===== src/rtl/serial_subtractor.sv =====
// Bit-serial subtractor d = a - b - b_in, LSB first, one full-subtractor cell.
// Define SERIAL_SUBTRACTOR_OVF_EN to add the signed overflow output ovf.
module serial_subtractor #(
  parameter int WIDTH = 8
) (
  input  logic             clk,
  input  logic             rst_n,
  input  logic             start,
  input  logic [WIDTH-1:0] a,
  input  logic [WIDTH-1:0] b,
  input  logic             b_in,
  output logic             ready,
  output logic             busy,
  output logic             done,
  output logic [WIDTH-1:0] d,
  output logic             b_out,
`ifdef SERIAL_SUBTRACTOR_OVF_EN
  output logic             ovf,
`endif
  output logic             zero
);

  localparam int CW = (WIDTH > 2) ? $clog2(WIDTH) : 1;
  localparam logic [CW-1:0] LAST = CW'(WIDTH - 1);

  typedef enum logic [1:0] {
    IDLE,
    RUN,
    DONE
  } state_t;

  state_t           state;
  logic [WIDTH-1:0] sa;
  logic [WIDTH-1:0] sb;
  logic [WIDTH-1:0] res;
  logic [CW-1:0]    cnt;
  logic             brw;

  logic             diff;
  logic             brw_nxt;
  logic [WIDTH-1:0] res_nxt;

  assign diff    = sa[0] ^ sb[0] ^ brw;
  assign brw_nxt = (~sa[0] & sb[0]) | (~(sa[0] ^ sb[0]) & brw);
  assign res_nxt = {diff, res[WIDTH-1:1]};

  assign ready = (state == IDLE);
  assign busy  = (state == RUN) || (state == DONE);

  always_ff @(posedge clk) begin
    if (!rst_n) begin
      state <= IDLE;
      sa    <= '0;
      sb    <= '0;
      res   <= '0;
      cnt   <= '0;
      brw   <= 1'b0;
      done  <= 1'b0;
      d     <= '0;
      b_out <= 1'b0;
      zero  <= 1'b0;
`ifdef SERIAL_SUBTRACTOR_OVF_EN
      ovf   <= 1'b0;
`endif
    end else begin
      unique case (state)
        IDLE: begin
          done <= 1'b0;
          if (start) begin
            sa    <= a;
            sb    <= b;
            brw   <= b_in;
            cnt   <= '0;
            state <= RUN;
          end
        end
        RUN: begin
          sa  <= sa >> 1;
          sb  <= sb >> 1;
          res <= res_nxt;
          brw <= brw_nxt;
          cnt <= cnt + CW'(1);
          if (cnt == LAST) begin
            state <= DONE;
            done  <= 1'b1;
            d     <= res_nxt;
            b_out <= brw_nxt;
            zero  <= (res_nxt == '0);
`ifdef SERIAL_SUBTRACTOR_OVF_EN
            // borrow into MSB differs from borrow out of MSB
            ovf   <= brw ^ brw_nxt;
`endif
          end
        end
        DONE: begin
          done  <= 1'b0;
          state <= IDLE;
        end
        default: begin
          done  <= 1'b0;
          state <= IDLE;
        end
      endcase
    end
  end

endmodule


===== config.mk =====
export PLATFORM = sky130hd
export DESIGN_NAME = serial_subtractor
export DESIGN_NICKNAME = d
export VERILOG_FILES = /design/src/rtl/serial_subtractor.sv
export SDC_FILE = /design/constraint.sdc
export NUM_CORES = 1
export LEC_CHECK = 0
export ABC_CLOCK_PERIOD_IN_PS = 4600
export BUFFER_PORTS_ARGS = -buffer_cell sky130_fd_sc_hd__buf_4
export CAP_MARGIN = 20
export CORE_AREA = 2 2 81 83
export DETAILED_ROUTE_END_ITERATION = 10
export DIE_AREA = 0 0 83 85
export SLEW_MARGIN = 10
export SYNTH_ARGS = -nofsm -noshare
export SYNTH_HDL_FRONTEND = slang
export SYNTH_SLANG_ARGS = --single-unit

===== constraint.sdc =====
create_clock -name clk -period 4.6 [get_ports clk]
set_input_delay 0 -clock clk [delete_from_list [all_inputs] [get_ports clk]]
set_output_delay 0 -clock clk [all_outputs]
set_load 0.03 [all_outputs]

==> results of run 1 <==
layer usage:
metal,vias up,share of wire [%]
li1,685,-
met1,592,50
met2,26,43
met3,6,5.9
met4,0,1.2
met5,-,0
final cells by class:
class                           instances  area (µm²)  area share, %
Inverter                                5        18.8          0.862
Clock inverter                          3        42.5           1.95
Tap cell                               77        96.3           4.43
Sequential cell                        40         801           36.8
Timing Repair Buffer                   33         248           11.4
Clock buffer                            5        68.8           3.16
Multi-Input combinational cell        125         902           41.4
worst register-to-register path, stage by stage (launching register included):
cell and delay, ns:
dfxtp_1 0.31, inv_1 0.07, ha_1 0.67, buf_4 0.42
mux2i_1 0.24, o311a_1 0.39
cell families after synthesis:
group | synth area share [%]
buf+inv | 5.42
mux | 13.1
fa+ha+maj | 3.89
flops | 44.5
simple gates | 16.7
compound gates | 16.4
power groups by stage:
| stage | combinational [mW] | clock, mW | sequential (mW) |
|---|---|---|---|
| 2_1_floorplan | 0.0962 | 0 | 0.382 |
| 3_3_place_gp | 0.119 | 0 | 0.384 |
| 3_5_place_dp | 0.119 | 0 | 0.384 |
| 4_1_cts | 0.119 | 0.298 | 0.376 |
| 5_1_grt | 0.132 | 0.315 | 0.379 |
| 6_report | 0.118 | 0.285 | 0.376 |
worst max-delay path by stage:
stage                     depth (start not counted)             startpoint            endpoint
after floorplan                                   6  state[0]$_SDFFE_PN0P_  sb[1]$_SDFFE_PN0P_
after CTS                                         6  state[1]$_SDFFE_PN0P_   d[1]$_SDFFE_PN0P_
after global routing                              6  state[1]$_SDFFE_PN0P_   d[2]$_SDFFE_PN0P_
after detailed placement                          6  state[1]$_SDFFE_PN0P_   d[1]$_SDFFE_PN0P_
final                                             5  state[1]$_SDFFE_PN0P_    brw$_SDFFE_PN0P_
after global placement                            5  state[1]$_SDFFE_PN0P_    brw$_SDFFE_PN0P_
sequential cells by signal, indices dropped and copies added, names as in the netlist:
name and cells:
brw 1, zero 1, d 8, b_out 1, sa 8, cnt 3, sb 8, state 2
res 7, done 1
stage by stage:
| stage | cell area [µm²] | power (mW) | std cells | setup slack, ns |
|---|---|---|---|---|
| detailed placement | 2070 | 0.503 | 280 | 2.38 |
| floorplan | 1800 | 0.478 | 182 | 2.93 |
| global route | 2180 | 0.826 | 288 | 2.17 |
| global placement | 2070 | 0.503 | 280 | 2.43 |
| finish | 2180 | 0.779 | 288 | 2.39 |
| CTS | 2180 | 0.793 | 288 | 2.37 |
Yosys cell counts, drive strengths merged (2+ instances only):
cell type,count
nand2,38
o22ai,2
and2b,2
a21boi,9
nor4,2
a32oi,2
o211a,16
a21oi,2
ha,4
clkbuf,4
inv,5
a31oi,2
nor2b,12
mux2i,22
nand2b,2
buf,8
dfxtp,40
==> summary.md, run 1 <==
| Metric | Value |
|---|---|
| Status | `completed` |
| GRT Total Usage | `between 10% and 20%` |
| FILL cells | `654` |
| YS warnings | `0` |
| Initial Utilization | `29.0%` |
| Post-synth cell types | `30` |
| R2R setup slack | `2.39 ns` |
| WHS | `0.0364 ns` |
| Top Ports | `33` |
| Worst VDD drop | `0.000166 V` |
| Layout cells sized above 1 | `21.3%` |
| Post-Route Setup TNS | `0 ns` |
| Synthesized flop and latch total | `40` |
| Slowest cell on crit path | `ha_1` |
| Clk pwr share | `36.6%` |
| Max stage delay on crit path | `around 0.67 ns` |
| Sw Pwr | `between 0.15 and 0.2 mW` |
| Final GP Congestion | `just under 0.7` |
| Die W | `83 µm` |
| Post-DRT Antenna Nets | `0` |
| Clock Tree Root | `clkbuf_8` |
| Core box area | `6200 µm²` |
| First-pass GRT wire length | `5.84 mm` |
| Min-delay src | `a[7]` |
| Share of the synthesized area in the top cell type | `44.5%` |
| CTS-repair resized insts | `0` |
| DP HPWL | `2.25 mm` |
| Initial antenna violation count | `0` |
| Via Count | `1,309` |
| Hold Path End | `sa[7]$_SDFFE_PN0P_` |
| Mapped cell area | `1800 µm²` |
| Final min period | `2.21 ns` |
| Cts-stage hold buffer count | `0` |
| Nets | `235` |
| Drt pass-1 iters | `4` |
| GRT Max-Usage Layer | `met2` |
| Relative slew slack | `47.3%` |
| Final Util | `35.1%` |
| Max Cap Violations | `0` |
| Post-synth top area cell | `dfxtp_1` |
| CTS tree | `built` |
| Critical Path Source Type | `flop` |
| Worst reg2reg path endpoint | `brw$_SDFFE_PN0P_` |
| DIE AREA | `7060 µm²` |
| Synthesized Nets | `207` |
| Synth Instances | `roughly 180` |
| Clock sinks | `40` |
| Sequential share of power | `48.3%` |
| Internal power | `0.584 mW` |
| Drt wl/cell | `11.7 µm` |
| Max Clock Freq | `roughly 450 MHz` |
| Critical Path Sink Type | `flop` |
| Worst hold stages | `3` |
| Switching share of power | `25.0%` |
| Worst r2r src | `state[1]$_SDFFE_PN0P_` |
| Remaining routing DRC violations | `0` |
| Crit path required time | `between 4 and 5 ns` |
| Postcts setup bufs | `0` |
| Global Route met3 Usage | `4.09%` |
| CTS H-tree depth | `2` |
| N_diodes | `0` |
| Commonest non-fill, non-tap cell in the layout | `dfxtp_1` |
| Leakage | `1.02 nW` |
| Area grow syn2layout | `20.9%` |
| CP arrival | `2.40 ns` |
| Die Height | `approximately 85 µm` |
| Power Dens Cells | `358 nW/µm²` |
| Post-synth EDFFs | `0` |
| Crit-path max FO | `20` |
| Total Routed Length | `3.37 mm` |
| Slew Viols, Final | `0` |
| CP Buf/Inv Count | `2` |
| Largest net degree at the start of global routing | `43` |
| Hold Vio Cnt, Final | `0` |
| Post-synthesis sequential area ratio | `44.5%` |
| RSZ-0062 raised after global routing | `false` |
| Final period utilization | `48.1%` |
| Worst-margin pin slew | `0.791 ns` |
| Most frequent cells in the layout | `40 x dfxtp_1, 37 x nand2_1, 33 x buf_4` |
| Final setup violation count | `0` |
| M2 GR Usage | `15.3%` |
| Top Family by Delay on Critical Path | `adder cells` |
| Starting DRT DRC Count | `76` |
| Gr ovfl total | `0` |
| Num CTS Buffers | `5` |
| Row cnt | `29` |
| FF-to-FF path depth | `5` |
| Post-synth top flop | `dfxtp_1` |
| CP cell instances | `inv_1, ha_1, buf_4, mux2i_1, o311a_1` |
| Top cells by area, synth | `dfxtp_1 44%, mux2i_1 12%, o211a_1 8.9%` |
| Vias in the first global route | `1,299` |
| Crit path kind | `flop to flop` |
| Syn_area_per_cell | `approximately 10 µm²` |
| Met1 usage | `13.2%` |
| Clock Path Buffers | `2` |
| Comb power frac | `between 15 and 20%` |
| I/O Buffers | `32` |
| Worst-Skew Late Latency | `0.29 ns` |
| HP Class | `primary input to flop` |
| Vias per std cell | `4.55` |
| Worst Clk Skew | `0.00766 ns` |
| Synth async-reset ratio | `0%` |
| Reg clk slew, reported paths | `0.08 ns` |
No activity file was read; power rests on OpenSTA's default activity.
==> inputs of run 2 (changes only) <==
Settings changed: ABC_CLOCK_PERIOD_IN_PS 4600 to 1900.
Clock period 4.6 ns to 1.9 ns, I/O delays scaled along.
==> run 2 against run 1 <==
Largest cell class unchanged. Cell count increased by 0.69%. Sequential share of layout area decreased by 0.50 points. Sequential power increased by 140%. Critical path depth unchanged. Fmax increased by 34%. Largest power group unchanged. Critical path type unchanged. Count of clock-buffer cells in the layout increased by 2.
==> summary.md, run 2 (synthesis gave the netlist of run 1 again) <==
| Metric | Value |
|---|---|
| Status | `completed` |
| Clock Tree Root | `clkbuf_8` |
| Drt pass-1 iters | `2 (-2)` |
| FF-to-FF path depth | `5 (unchanged)` |
| R2R setup slack | `0.25 ns (-2.14 ns)` |
| Reg clk slew, reported paths | `0.08 ns (about the same)` |
| Relative slew slack | `70.2% (+23 points)` |
| Tot Pwr | `1.96 mW (+150%)` |
| Worst-Skew Late Latency | `0.29 ns (about the same)` |
| Placed insts | `282 (+0.71%)` |
| Hold Vio Cnt, Final | `0 (unchanged)` |
| Die W | `83 µm (unchanged)` |
| Slowest cell on crit path | `ha_1` |
| Largest net degree at the start of global routing | `43 (unchanged)` |
| Slew Viols, Final | `0 (unchanged)` |
| CP arrival | `1.84 ns (-0.56 ns)` |
| Sw Pwr | `0.471 mW (+140%)` |
| Initial antenna violation count | `0 (unchanged)` |
| CTS H-tree depth | `2 (unchanged)` |
| Worst hold stages | `3 (unchanged)` |
| Area grow syn2layout | `22.6%` |
| RSZ-0062 raised after global routing | `false` |
| Final min period | `1.65 ns (-0.563 ns)` |
| Die Height | `85 µm (unchanged)` |
| Worst Clk Skew | `0.00539 ns (-0.00227 ns)` |
| Internal power | `1.49 mW (+160%)` |
| Final setup violation count | `0 (unchanged)` |
| Max Cap Violations | `0 (unchanged)` |
| Vias per std cell | `4.55 (about the same)` |
| Crit path kind | `flop to flop` |
| Starting DRT DRC Count | `50 (-34%)` |
| Clk pwr share | `38.8% (+2.2 points)` |
| Commonest non-fill, non-tap cell in the layout | `dfxtp_1` |
| Layout cells sized above 1 | `22.1% (+0.74 points)` |
| GRT Total Usage | `10.1% (-0.053 points)` |
| CP cell instances | `inv_1, ha_1, mux2_4, nand2_1, and3_1` |
| Worst r2r src | `state[1]$_SDFFE_PN0P_` |
| Switching share of power | `24.0% (-1.1 points)` |
| Via Count | `1,319 (+0.76%)` |
| Critical Path Sink Type | `flop` |
| Layout Cells excl Fill | `290 (+0.69%)` |
| Post-DRT Antenna Nets | `0 (unchanged)` |
| Critical Path Source Type | `flop` |
| Crit path required time | `2.09 ns (-2.70 ns)` |
| Row cnt | `29 (unchanged)` |
| Postcts setup bufs | `0 (unchanged)` |
| CTS-repair resized insts | `0 (unchanged)` |
| Drt wl/cell | `11.6 µm (-0.96%)` |
| Cts-stage hold buffer count | `0 (unchanged)` |
| Final GP Congestion | `0.688 (+1.5%)` |
| Gr ovfl total | `0 (unchanged)` |
| Comb power frac | `14.8% (-0.3 points)` |
| Power Dens Cells | `890 nW/µm² (+150%)` |
| Max Clock Freq | `606 MHz (+34%)` |
| Min-delay src | `b[7]` |
| Hold Path End | `sb[7]$_SDFFE_PN0P_` |
| Most frequent cells in the layout | `40 x dfxtp_1, 37 x nand2_1, 35 x buf_4` |
| DP HPWL | `2.32 mm (+3.0%)` |
| Sequential share of power | `46.4% (-1.9 points)` |
| Biggest regs | `d x8, sa x8, sb x8` |
| Nets | `237 (+0.85%)` |
| Clock sinks | `40 (unchanged)` |
| Top Ports | `33 (unchanged)` |
| Worst VDD drop | `0.000361 V (+120%)` |
| N_diodes | `0 (unchanged)` |
| Remaining routing DRC violations | `0 (unchanged)` |
| HP Class | `primary input to flop` |
| WHS | `0.0281 ns (-0.00836 ns)` |
| Post-Route Setup TNS | `0 ns (unchanged)` |
| CTS tree | `built` |
| Worst-margin pin slew | `0.434 ns (-0.357 ns)` |
| Vias in the first global route | `1,312 (+1.0%)` |
| First-pass GRT wire length | `5.93 mm (+1.4%)` |
| Total Routed Length | `3.36 mm (-0.27%)` |
| Num CTS Buffers | `5 (unchanged)` |
| Leakage | `1.04 nW (+2.0%)` |
| I/O Buffers | `32 (unchanged)` |
| Final period utilization | `86.8% (+39 points)` |
| Clock Path Buffers | `2 (unchanged)` |
| Crit-path max FO | `27 (+35%)` |
| Initial Utilization | `29.0% (unchanged)` |
| Core box area | `6200 µm² (unchanged)` |
| Worst reg2reg path endpoint | `sb[0]$_SDFFE_PN0P_` |
| Max stage delay on crit path | `0.44 ns (-0.23 ns)` |
| DIE AREA | `7060 µm² (unchanged)` |
-- run 2: cell count changes in the layout (fill, tap and decap cells not counted) --
| cell | before | now |
|---|---|---|
| clkbuf_8 | 5 | 7 |
| buf_4 | 33 | 35 |
| clkinvlp_4 | 1 | 0 |
| clkinv_2 | 1 | 0 |
-- run 2: worst max path at each step --
stage | from | endpoint | slack [ns]
2_1_floorplan | state[0]$_SDFFE_PN0P_ | sb[1]$_SDFFE_PN0P_ | 0.23
3_3_place_gp | state[1]$_SDFFE_PN0P_ | sb[0]$_SDFFE_PN0P_ | 0.26
3_5_place_dp | state[1]$_SDFFE_PN0P_ | sa[1]$_SDFFE_PN0P_ | 0.24
4_1_cts | state[1]$_SDFFE_PN0P_ | d[2]$_SDFFE_PN0P_ | 0.23
5_1_grt | state[1]$_SDFFE_PN0P_ | d[2]$_SDFFE_PN0P_ | 0.08
6_report | state[1]$_SDFFE_PN0P_ | sb[0]$_SDFFE_PN0P_ | 0.25
-- run 2: final cells by class --
| type | instances | area [µm²] |
|---|---|---|
| sequential | 40 | 801 |
| fill | 626 | 4000 |
| clock inverter | 1 | 30.0 |
| inverter | 5 | 18.8 |
| timing repair buffer | 35 | 263 |
| tap | 77 | 96.3 |
| clock buffer | 7 | 96.3 |
| multi-input combinational | 125 | 902 |
-- run 2: power by group through the flow --
| stage | combinational, mW | sequential (mW) | clock [mW] |
|---|---|---|---|
| 2_1_floorplan | 0.233 | 0.925 | 0 |
| 3_3_place_gp | 0.292 | 0.930 | 0 |
| 3_5_place_dp | 0.296 | 0.931 | 0 |
| 4_1_cts | 0.296 | 0.911 | 0.791 |
| 5_1_grt | 0.324 | 0.917 | 0.823 |
| 6_report | 0.291 | 0.911 | 0.762 |
-- run 2: per-layer routing --
metal	wire (µm)	vias to the layer above	GRT usage (%)	share of wire, %
met4	38	0	3.13	1.1
met2	1510	27	16.2	45
met3	155	5	3.40	4.6
met5	0	-	0	0
li1	-	692	-	-
met1	1660	595	13.0	49
-- run 2: worst max-delay path: cells and delay by family (launching register included) --
kind	cells	cell delay, ns
flip-flops	1	0.31
adder cells (fa/ha/maj)	1	0.44
AND/OR/NAND/NOR	2	0.30
multiplexers	1	0.42
buffers and inverters	1	0.07
-- run 2: stage by stage --
stage | worst slack [ns] | instance area (µm²) | utilization [%]
after floorplan | 0.234 | 1800 | -
after global placement | 0.259 | 2080 | 33.5
after detailed placement | 0.244 | 2080 | 33.5
after CTS | 0.230 | 2210 | 35.6
after global routing | 0.0770 | 2210 | 35.6
final | 0.251 | 2210 | 35.6
==> inputs of run 3 (changes only) <==
Settings changed: MAX_ROUTING_LAYER from default to met4.
==> run 3 against run 2 <==
Non-clock buffer count stayed put. Via count is 0.38% higher. Critical path depth stayed put. Design area stayed put. Global-route usage is 0.31 points higher. Sequential power hardly changed. Sequential cell count stayed put. Worst setup slack better by 0.00066 ns. Register-to-register slack hardly changed.
==> summary.md, run 3 (synthesis gave the netlist of run 1 again) <==
| Metric | Value |
|---|---|
| Crit-path max FO | `27 (unchanged)` |
| Drt wl/cell | `11.6 µm (about the same)` |
| Starting DRT DRC Count | `38 (-24%)` |
| Core box area | `6200 µm² (unchanged)` |
| Row cnt | `29 (unchanged)` |
| Hold Vio Cnt, Final | `0 (unchanged)` |
| Most frequent cells in the layout | `40 x dfxtp_1, 37 x nand2_1, 35 x buf_4` |
| Crit path required time | `2.09 ns (about the same)` |
| Nets | `237 (unchanged)` |
| CP cell instances | `inv_1, ha_1, mux2_4, nand2_1, and3_1` |
| DIE AREA | `7060 µm² (unchanged)` |
| Clock Path Buffers | `2 (unchanged)` |
| Total Routed Length | `3.36 mm (about the same)` |
| Initial Utilization | `29.0% (unchanged)` |
| Via Count | `1,324 (+0.38%)` |
| Vias per std cell | `4.57 (+0.38%)` |
| First-pass GRT wire length | `5.93 mm (+0.12%)` |
| Slowest cell on crit path | `ha_1` |
| Post-Route Setup TNS | `0 ns (unchanged)` |
| Placed insts | `282 (unchanged)` |
| Clock sinks | `40 (unchanged)` |
| Area grow syn2layout | `22.6% (unchanged)` |
| Layout Cells excl Fill | `290 (unchanged)` |
| Commonest non-fill, non-tap cell in the layout | `dfxtp_1` |
| Max Cap Violations | `0 (unchanged)` |
| Drt pass-1 iters | `3 (+1)` |
| Final instance area | `2210 µm² (unchanged)` |
| Critical Path Sink Type | `flop` |
| Relative slew slack | `70.2% (about the same)` |
| Worst-margin pin slew | `0.434 ns (-0.00000381 ns)` |
| CTS tree | `built` |
| Area after DPL | `2080 µm² (unchanged)` |
| Power Dens Cells | `890 nW/µm² (about the same)` |
| Largest net degree at the start of global routing | `43 (unchanged)` |
| Initial antenna violation count | `0 (unchanged)` |
| Gr ovfl total | `0 (unchanged)` |
| Die Height | `85 µm (unchanged)` |
| Worst reg2reg path endpoint | `sb[0]$_SDFFE_PN0P_` |
| Slew Viols, Final | `0 (unchanged)` |
| CTS H-tree depth | `2 (unchanged)` |
| DP HPWL | `2.32 mm (unchanged)` |
| CTS-repair resized insts | `0 (unchanged)` |
| Worst-Skew Late Latency | `0.29 ns (about the same)` |
| CP Buf/Inv Count | `1 (unchanged)` |
| Hold Path End | `sb[7]$_SDFFE_PN0P_` |
| Max stage delay on crit path | `0.44 ns (about the same)` |
| Postcts setup bufs | `0 (unchanged)` |
| Vias in the first global route | `1,312 (unchanged)` |
| Reg area | `801 µm² (unchanged)` |
| Final period utilization | `86.8% (about the same)` |
| Area of the multi-input gates | `902 µm² (unchanged)` |
| Final setup violation count | `0 (unchanged)` |
| WP depth | `5 (unchanged)` |
| Top Family by Delay on Critical Path | `adder cells` |
| Worst r2r src | `state[1]$_SDFFE_PN0P_` |
| Layout cells sized above 1 | `22.1% (unchanged)` |
| Worst Clk Skew | `0.00536 ns (-0.0000260 ns)` |
| Min-delay src | `b[7]` |
| Final min period | `1.65 ns (-0.000657 ns)` |
| Final GP Congestion | `0.695 (+1.0%)` |
| Status | `completed` |
| Die W | `83 µm (unchanged)` |
| RSZ-0062 raised after global routing | `false` |
| Cts-stage hold buffer count | `0 (unchanged)` |
| Critical Path Source Type | `flop` |
| N_diodes | `0 (unchanged)` |
| Biggest regs | `d x8, sa x8, sb x8` |
| FILL cells | `626 (unchanged)` |
| Crit path kind | `flop to flop` |
| CP arrival | `1.84 ns (about the same)` |
| Max Clock Freq | `607 MHz (about the same)` |
| Post-DRT Antenna Nets | `0 (unchanged)` |
| HP Class | `primary input to flop` |
| I/O Buffers | `32 (unchanged)` |
| R2R setup slack | `0.25 ns (about the same)` |
| Leakage | `1.04 nW (unchanged)` |
| Final worst slack | `0.252 ns (+0.000657 ns)` |
| Worst hold stages | `3 (unchanged)` |
| FF-to-FF path depth | `5 (unchanged)` |
| Top Ports | `33 (unchanged)` |
| Setup WS pre-CTS | `0.244 ns (unchanged)` |
| Worst VDD drop | `0.000361 V (about the same)` |
| Remaining routing DRC violations | `0 (unchanged)` |
| Clock Tree Root | `clkbuf_8` |
| Reg clk slew, reported paths | `0.08 ns (about the same)` |
| GRT Total Usage | `10.4% (+0.31 points)` |
| Num CTS Buffers | `5 (unchanged)` |
-- run 3: per-stage QoR --
| stage | hold WS [ns] | total power [mW] | util [%] |
|---|---|---|---|
| floorplan | 0.166 | 1.16 | - |
| global placement | 0.336 | 1.22 | 33.5 |
| detailed placement | 0.333 | 1.23 | 33.5 |
| CTS | 0.0236 | 2.00 | 35.6 |
| global route | 0.0435 | 2.06 | 35.6 |
| finish | 0.0283 | 1.96 | 35.6 |
-- run 3: routing by layer --
metal	global-route usage (%)	routed length (µm)	up-vias
li1	-	-	693
met1	13.0	1650	599
met2	16.2	1520	27
met3	3.40	155	5
met4	3.13	38	0
met5	-	0	-
-- run 3: where the power goes --
| part | leakage, nW | switching (mW) | internal [mW] | total (mW) |
|---|---|---|---|---|
| sequential | 0.327 | 0.0251 | 0.886 | 0.911 |
| combinational | 0.647 | 0.148 | 0.144 | 0.291 |
| clock | 0.0645 | 0.298 | 0.464 | 0.762 |
-- run 3: worst max path at each step --
stage | end | from | slack, ns
2_1_floorplan | sb[1]$_SDFFE_PN0P_ | state[0]$_SDFFE_PN0P_ | 0.23
3_3_place_gp | sb[0]$_SDFFE_PN0P_ | state[1]$_SDFFE_PN0P_ | 0.26
3_5_place_dp | sa[1]$_SDFFE_PN0P_ | state[1]$_SDFFE_PN0P_ | 0.24
4_1_cts | d[2]$_SDFFE_PN0P_ | state[1]$_SDFFE_PN0P_ | 0.23
5_1_grt | d[2]$_SDFFE_PN0P_ | state[1]$_SDFFE_PN0P_ | 0.08
6_report | sb[0]$_SDFFE_PN0P_ | state[1]$_SDFFE_PN0P_ | 0.25
-- run 3: cell type report --
type / instances / share of cell area, %
Sequential cell: 40 / 36.3
Clock buffer: 7 / 4.37
Tap cell: 77 / 4.37
Multi-Input combinational cell: 125 / 40.9
Inverter: 5 / 0.850
Timing Repair Buffer: 35 / 11.9
Clock inverter: 1 / 1.36
-- run 3: worst min-delay path: stages --
cell     delay (ns)
buf_4          0.08
a31oi_1        0.07
o22ai_1        0.12
